## src/rtl/regfile_dump_reader.sv

```systemverilog
// regfile_dump_reader: walks an inclusive wrap-around index range over one regfile read port
// and streams (index, data) beats over valid/ready.
module regfile_dump_reader #(
    parameter int N      = 32,
    parameter int ADDR_W = 5
) (
    input  logic              clk,
    input  logic              reset,
    input  logic              start_i,
    input  logic              abort_i,
    input  logic [ADDR_W-1:0] first_i,
    input  logic [ADDR_W-1:0] last_i,
    output logic [ADDR_W-1:0] rd_addr_o,
    input  logic [N-1:0]      rd_data_i,
    output logic              dump_valid_o,
    input  logic              dump_ready_i,
    output logic [ADDR_W-1:0] dump_index_o,
    output logic [N-1:0]      dump_data_o,
    output logic              busy_o,
    output logic              done_o
);
    localparam logic [1:0] IDLE  = 2'd0;
    localparam logic [1:0] FETCH = 2'd1;
    localparam logic [1:0] SEND  = 2'd2;
    localparam logic [1:0] DONE  = 2'd3;

    logic [1:0]        state;
    logic [ADDR_W-1:0] ptr;
    logic [ADDR_W-1:0] last_q;
    logic [ADDR_W-1:0] ptr_nx;

    assign ptr_nx = ptr + ADDR_W'(1);
    // In SEND the port already looks one ahead so the next beat is captured on the handshake edge.
    assign rd_addr_o = (state == FETCH) ? ptr : (state == SEND) ? ptr_nx : '0;
    assign busy_o    = (state == FETCH) || (state == SEND);
    assign done_o    = (state == DONE);

    always_ff @(posedge clk or negedge reset) begin
        if (!reset) begin
            state        <= IDLE;
            ptr          <= '0;
            last_q       <= '0;
            dump_index_o <= '0;
            dump_data_o  <= '0;
            dump_valid_o <= 1'b0;
        end else begin
            case (state)
                IDLE: if (start_i) begin
                    ptr    <= first_i;
                    last_q <= last_i;
                    state  <= FETCH;
                end
                FETCH: if (abort_i) begin
                    state <= IDLE;
                end else begin
                    dump_data_o  <= rd_data_i;
                    dump_index_o <= ptr;
                    dump_valid_o <= 1'b1;
                    state        <= SEND;
                end
                SEND: if (abort_i) begin
                    dump_valid_o <= 1'b0;
                    state        <= IDLE;
                end else if (dump_valid_o && dump_ready_i) begin
                    if (ptr != last_q) begin
                        ptr          <= ptr_nx;
                        dump_index_o <= ptr_nx;
                        dump_data_o  <= rd_data_i;
                    end else begin
                        dump_valid_o <= 1'b0;
                        state        <= DONE;
                    end
                end
                default: state <= IDLE;
            endcase
        end
    end
endmodule

```

## config.mk

```make
export PLATFORM = sky130hd
export DESIGN_NAME = regfile_dump_reader
export DESIGN_NICKNAME = d
export VERILOG_FILES = /design/src/rtl/regfile_dump_reader.sv
export SDC_FILE = /design/constraint.sdc
export NUM_CORES = 1
export LEC_CHECK = 0
export BUFFER_PORTS_ARGS = -buffer_cell sky130_fd_sc_hd__buf_4
export CORE_MARGIN = 1
export CORE_UTILIZATION = 40
export CTS_BUF_LIST = sky130_fd_sc_hd__clkbuf_16
export DETAILED_ROUTE_END_ITERATION = 6
export PLACE_DENSITY_LB_ADDON = 0.2
export SYNTH_ARGS = -nofsm -noshare
export SYNTH_HDL_FRONTEND = slang
export SYNTH_SLANG_ARGS = --single-unit
```

## constraint.sdc

```tcl
create_clock -name clk -period 3.45 [get_ports clk]
set_input_delay 0.1725 -clock clk [delete_from_list [all_inputs] [get_ports clk]]
set_output_delay 0.1725 -clock clk [all_outputs]
set_load 0.1 [all_outputs]
```

## Word-level counts from Yosys, hierarchy flattened

Cells that the tools add are included.

| operators by class | value |
|---|---|
| add/subtract/negate cells | 1 |
| equality and inequality tests | 11 |
| muxes and demuxes | 25 |
| reduce and logical (&&, ||, !) cells | 10 |

Operators with widths:

| kind | number |
|---|---|
| $mux 32 | 4 |
| $pmux 32 s2 | 1 |
| $mux 5 | 7 |
| $pmux 5 s2 | 2 |
| $mux 2 | 5 |
| $reduce_and 5->1 | 2 |
| $ne 2x2->1 const B | 3 |
| $pmux 2 s3 | 1 |
| $add 5x1->5 const B | 1 |
| $ne 5x5->1 | 1 |
| $eq 2x2->1 const B | 2 |
| $mux 1 | 4 |
| $ne 2x1->1 const B | 2 |
| $reduce_and 4->1 | 1 |
| $reduce_bool 2->1 | 2 |
| $ne 3x2->1 const B | 1 |
| $ne 3x3->1 const B | 1 |
| $reduce_and 3->1 | 1 |
| $eq 2x1->1 const B | 1 |
| $logic_not 2->1 | 1 |
| $pmux 1 s2 | 1 |
| $reduce_and 2->1 | 1 |
| $logic_and 1x1->1 | 1 |
| $logic_or 1x1->1 | 1 |

| storage, ports and cells | value |
|---|---|
| register bits after elaboration | 50 |
| output and inout bits | 45 |
| word-level logic and storage cells | 53 |

## Depth between registers and ports, before layout

Gate-level depths: netlist (run 1).

| depth | value |
|---|---|
| depth after elaboration | 5 |
| gate-level depth with buffers | 8 |
| mapped depth without buffers | 7 |

## Worst setup path before layout (run 1)

OpenSTA, ideal clock, no wires.

| timing path | value |
|---|---|
| path type | register to output |
| start point | register state[0] |
| end point | output port rd_addr_o[3] |
| data arrival time | 3.495 ns |
| required time | 3.277 ns |
| slack | -0.217 ns |
| stages on the path, launching flop included | 7 |
| path buffers | 2 |
| path through | dfrtp_1 inv_1 ha_1 clkbuf_1 clkbuf_1 nand2_1 o21ai_0 |

| between the ends | value |
|---|---|
| word-level cells in the longest chain between the ends | 3 |

Ends and longest elaborated chain:

| item | RTL line | source |
|---|---|---|
| from (decl) | 27 | `logic [1:0] state;` |
| from (signal assigned) | 40 | `state <= IDLE;` |
| from (signal assigned) | 51 | `state <= FETCH;` |
| from (signal assigned) | 54 | `state <= IDLE;` |
| $eq 2x2->1 | 34 | `assign rd_addr_o = (state == FETCH) ? ptr : (state == SEND) ? ptr_nx : '0;` |
| $mux 5 | 34 |  |
| $mux 5 * | 34 |  |
| to (decl) | 13 | `output logic [ADDR_W-1:0] rd_addr_o,` |

Mark *: on every way between the ends. The rest lies on a longest branch, timed or not.

## Worst setup path in the final report (run 1)

| timing path | value |
|---|---|
| start point | register state[1] |
| end point | register dump_data_o[8] |

| between the ends | value |
|---|---|
| word-level cells in the longest chain between the ends | 3 |

Ends and longest elaborated chain:

| item | RTL line | source |
|---|---|---|
| $eq 2x2->1 or $eq 2x1->1 (tied branches) | 47 | `case (state)` |
| $ne 2x1->1 (no line) (tied with other cells) | -- |  |
| $reduce_and 5->1 (no line) | -- |  |
| to (signal assigned) | 56 | `dump_data_o <= rd_data_i;` |
| to (signal assigned) | 68 | `dump_data_o <= rd_data_i;` |
| to (decl) | 18 | `output logic [N-1:0] dump_data_o,` |

Parallel ways exist; a longest one is shown, timed or not.
A chain may end at the register's enable or synchronous reset.

==> results of run 1 <==
flip-flops by register name, summed over array words and instances (netlist names):
| signal | count |
|---|---|
| last_q | 5 |
| ptr | 5 |
| dump_data_o | 32 |
| dump_valid_o | 1 |
| dump_index_o | 5 |
| state | 2 |
area by class of cell:
class / count / area share [%]
clock buffers: 5 / 3.76
clock inverters: 3 / 1.28
inverters: 8 / 0.901
multi-input cells: 128 / 32.1
flip-flops and latches: 50 / 37.6
well taps: 75 / 2.82
repair buffers: 94 / 21.6
cells in the final DEF, fill, tap and decap left out, types with 6 or more instances in the layout:
master    n
buf_4    92
dfrtp_1  50
mux2_2   31
nand3_1  12
nand2_1  11
mux2_4    9
inv_1     8
nor2_1    7
o21ai_0   7
a21oi_1   7
xor2_1    6
ha_1      6
worst register-to-register path, stage by stage, from the launching register on:
cell and delay (ns):
dfrtp_1 0.41, inv_1 0.09, ha_1 0.41, o21ai_1 0.29, a21oi_4 0.52, buf_12 0.26
mux2_2 0.37
per-stage QoR:
step,instance area [µm²],instances,hold slack (ns),setup WS [ns]
after global placement,3150,354,0.240,1.07
after floorplan,2440,196,-0.123,0.0520
after detailed placement,3150,354,0.241,0.969
after global routing,3330,363,0.107,0.791
final,3330,363,0.111,1.00
after CTS,3330,363,0.106,0.960
worst paths after layout:
kind | cells past startpoint | slack [ns] | from | to
max reg2reg | 6 | 1.00 | state[1] | dump_data_o[8]
max in group asynchronous | 2 | 2.58 | reset | last_q[3]
min | 2 | 0.11 | rd_data_i[3] | dump_data_o[3]
min in group asynchronous | 2 | 0.45 | reset | dump_data_o[6]
max | 6 | 1.00 | state[1] | dump_data_o[8]
min reg2reg | 1 | 0.51 | dump_data_o[7] | dump_data_o[7]
Yosys cell counts, types with 2 or more instances:
| cell | instances | share of area (%) |
|---|---|---|
| xnor2_1 | 2 | 0.72 |
| nor2b_1 | 2 | 0.51 |
| nor2_1 | 7 | 1.1 |
| nand2_1 | 11 | 1.7 |
| a21oi_1 | 7 | 1.4 |
| mux2_4 | 9 | 5.5 |
| or3_2 | 2 | 0.62 |
| dfrtp_1 | 50 | 51 |
| mux2i_1 | 3 | 1.2 |
| nand3_1 | 12 | 2.5 |
| o21ai_0 | 8 | 1.6 |
| clkbuf_1 | 3 | 0.46 |
| xor2_1 | 6 | 2.2 |
| inv_1 | 8 | 1.2 |
| a22oi_1 | 3 | 0.92 |
| o22ai_1 | 5 | 1.3 |
| mux2_2 | 31 | 14 |
| ha_1 | 6 | 3.1 |
| buf_8 | 2 | 1.2 |
| nand2b_1 | 3 | 0.77 |
cell families after synthesis:
group | count (synthesis) | share of synthesized area (%)
muxes | 43 | 21.1
AOI/OAI and AO/OA | 33 | 9.04
buffers and inverters | 18 | 4.93
adders and majority gates | 6 | 3.08
DFF | 50 | 51.4
xor gates and xnor gates | 8 | 2.88
and+or+nand+nor | 38 | 7.55
routing by layer:
metal	wire length (µm)	up-vias	global-route usage (%)
li1	-	873	-
met4	78	0	5.89
met2	2360	66	25.0
met5	0	-	0
met1	2310	876	23.6
met3	382	8	4.80
==> flow_metrics.tcl, run 1 <==
set metrics [dict create \
    vias 1823 \
    antennaDiodeCount 0 \
    fin_util_pct 56.6 \
    path_buf_inv 2 \
    nets 340 \
    dpl.hpwl_um 3750 \
    postCtsHoldBufs 1 \
    cp_cell_sequence "inv_1, ha_1, o21ai_1, a21oi_4, buf_12, mux2_2" \
    grt_max_degree 51 \
    path_clk_slew_ns 0.07 \
    min_period_ns 2.45 \
    drt-wirelength-per-cell_um 14.1 \
    die_w_um 80.0 \
    cts.sinks 50 \
    worstSetupEndpointType "flip-flop" \
    fin_setup_tns_ns 0 \
    cp.arrival_ns 2.62 \
    synthArstFlopShare_pct 100 \
    crit_family "compound AO/OA/AOI/OAI gates" \
    core-area_um2 5890 \
    htree_num_levels 2 \
    first_pass_iters 4 \
    required_ns 3.62 \
    synth_seq_cells 50 \
    gp_congestion 0.841 \
    dieArea_um2 6400 \
    rsz0062_at_grt "false" \
    run_status "finished clean" \
    finalCritPeriodShare_pct 71.0 \
    fin_worst_skew_ns 0.00472 \
    overflow 0 \
    multi_input_area_um2 1070 \
    worstHoldPathType "primary input to flip-flop" \
    syn_nets 249 \
    path_max_fanout 23 \
    slowest_delay_ns 0.52 \
    drv_slew 0 \
    yosys_warnings 0 \
    grt_pass1_vias 1709 \
    ios 92 \
    synth_edf_count 0 \
    setup_violations 0 \
    area_growth_pct 36.8 \
    synthFlopType "dfrtp_1" \
    cts_tree "yes" \
    fmax_ghz 0.408 \
    synth_cells 196 \
    ys_seq_area_share_pct 51.4 \
    drc 0 \
    grt_antenna_before_repair 0 \
    fillers 551 \
    wirelength_um 5130 \
    ys_types 36 \
    antenna_left 0 \
    critPathSlowestCell "a21oi_4" \
    final-seq-area_um2 1250 \
    grt_pass1_wl_um 8330 \
    rows 28 \
    critPathKind "flip-flop to flip-flop" \
    track_usage_pct 16.9 \
    drive_above_1_share_pct 50.7 \
    io_buffers 91 \
    root_buffer "clkbuf_16" \
    die_h_um 80.0 \
    tightestPinTransition_ns 0.624 \
    drtIter0Drc 65 \
    max_cap_viol_count 0 \
    insertion_delay_ns 0.29 \
    cts-buffers-inserted 5 \
    avgSynthCellArea_um2 12.4 \
    hold_viol 0 \
    cts_buffer_depth 2 \
    vias_per_cell 5.02 \
    synth_area_um2 2430 \
    startpoint_type "flip-flop" \
    start_util_pct 41.4 \
    cts-resized-gates 0 \
    slew_headroom_pct 58.4 \
    cts_setup_buffers 0 \
]
Power of run 1 is left out: the tool's default activity adds up to more than one toggle a clock period on the data nets, which glitch-free logic cannot reach.
==> inputs of run 2 (changes only) <==
Clock period 3.45 ns to 2.1 ns, I/O delays scaled along.
==> run 2 against run 1 <==
  * Sequential cell count unchanged
  * Non-clock buffer count is 6 higher
  * Critical path depth unchanged
  * Cell area up 1.5%
  * Clock-buffer cell count unchanged
==> flow_metrics.tcl, run 2 (synthesis results as in run 1) <==
set metrics [dict create \
    run_status "finished clean" \
    layout.cells.non_filler 369 \
    grt_max_degree 51 \
    track_usage_pct 17.6 \
    drtIter0Drc 143 \
    worstHoldPathType "primary input to flip-flop" \
    insertion_delay_ns 0.28 \
    top_register "dump_data_o" \
    final_cell_mix "buf_4, dfrtp_1, mux2_2" \
    grt_pass1_vias 1836 \
    cp.arrival_ns 1.90 \
    area_growth_pct 38.8 \
    layout.cells.most_common "buf_4" \
    rows 28 \
    first_pass_iters 4 \
    setup_violations 0 \
    post-place-cells 360 \
    reg2reg_slack_ns 0.17 \
    antenna_left 0 \
    start_util_pct 41.4 \
    fmax_ghz 0.499 \
    fin_setup_tns_ns 0 \
    ios 92 \
    final_area_um2 3380 \
    drc 0 \
    die_w_um 80.0 \
    fin_worst_skew_ns 0.00648 \
    nets 346 \
    cts_setup_buffers 0 \
    slew_headroom_pct 57.6 \
    drv_slew 0 \
    cts-buffers-inserted 5 \
    grt_pass1_wl_um 8580 \
    overflow 0 \
    fin_util_pct 57.4 \
    gp_congestion 0.864 \
    vias 1848 \
    drt-wirelength-per-cell_um 14.4 \
    wirelength_um 5300 \
    hold_viol 0 \
    cts.sinks 50 \
    required_ns 2.00 \
    setup.worst_path.start "ptr[1]" \
    antennaDiodeCount 0 \
    startpoint_type "flip-flop" \
    rsz0062_at_grt "false" \
    root_buffer "clkbuf_16" \
    hold_path_startpoint "rd_data_i[13]" \
    dpl.hpwl_um 3880 \
    largest_register_ffs 32 \
    r2r-start "ptr[1]" \
    drive_above_1_share_pct 53.4 \
    htree_num_levels 2 \
    cts_tree "yes" \
    vias_per_cell 5.01 \
    max_cap_viol_count 0 \
    die_h_um 80.0 \
    path_clk_slew_ns 0.07 \
    io_buffers 91 \
    path_max_fanout 6 \
    worstSetupEndpointType "primary output" \
    min_period_ns 2.00 \
    dieArea_um2 6400 \
    grt_antenna_before_repair 0 \
    finalCritPeriodShare_pct 95.4 \
    core-area_um2 5890 \
    cts_buffer_depth 2 \
    critPathKind "flip-flop to primary output" \
    placed_area_um2 3220 \
    tightestPinTransition_ns 0.636 \
]
[run 2: what timing repair did]
item / 4_1_cts / 5_1_grt
endpoints found under the setup margin: 1 / 2
gates resized for setup: 1 / 3
endpoints found under the hold margin: 50 / 0
hold buffers: 1 / 0
[run 2: final timing paths]
path	cells after the start	end
worst max register to register	6	dump_data_o[0]
worst min-delay path	2	dump_data_o[13]
worst min register to register	1	dump_data_o[6]
max in group asynchronous	2	ptr[0]
min in group asynchronous	2	dump_index_o[3]
worst max-delay path	6	rd_addr_o[4]
[run 2: worst max-delay path, stage by stage (launching register included)]
cell and delay, ns:
dfrtp_1 0.50, ha_1 0.30, nand3_1 0.11, xor2_1 0.16
nand2b_1 0.17, o21ai_2 0.13, buf_6 0.24
[run 2: layout make-up]
cell class | instances | area (µm²)
Fill cell | 514 | 2500
Sequential cell | 50 | 1250
Multi-Input combinational cell | 128 | 1090
Timing Repair Buffer | 100 | 769
Clock buffer | 5 | 125
Tap cell | 75 | 93.8
Inverter | 8 | 30.0
Clock inverter | 3 | 16.3
[run 2: per-stage QoR]
stage          hold slack, ns  worst slack (ns)
2_1_floorplan          -0.191            -0.156
3_3_place_gp            0.170             0.184
3_5_place_dp            0.177             0.169
4_1_cts                0.0419            0.0606
5_1_grt                0.0409            0.0241
6_report               0.0496            0.0960
[run 2: routing by layer]
layer | track usage [%] | vias up | wire (µm)
met3 | 4.57 | 4 | 363
met4 | 5.18 | 0 | 29
met5 | 0 | - | 0
met1 | 23.5 | 895 | 2300
li1 | - | 882 | -
met2 | 27.9 | 67 | 2610
Power of run 2 is left out for the same reason.
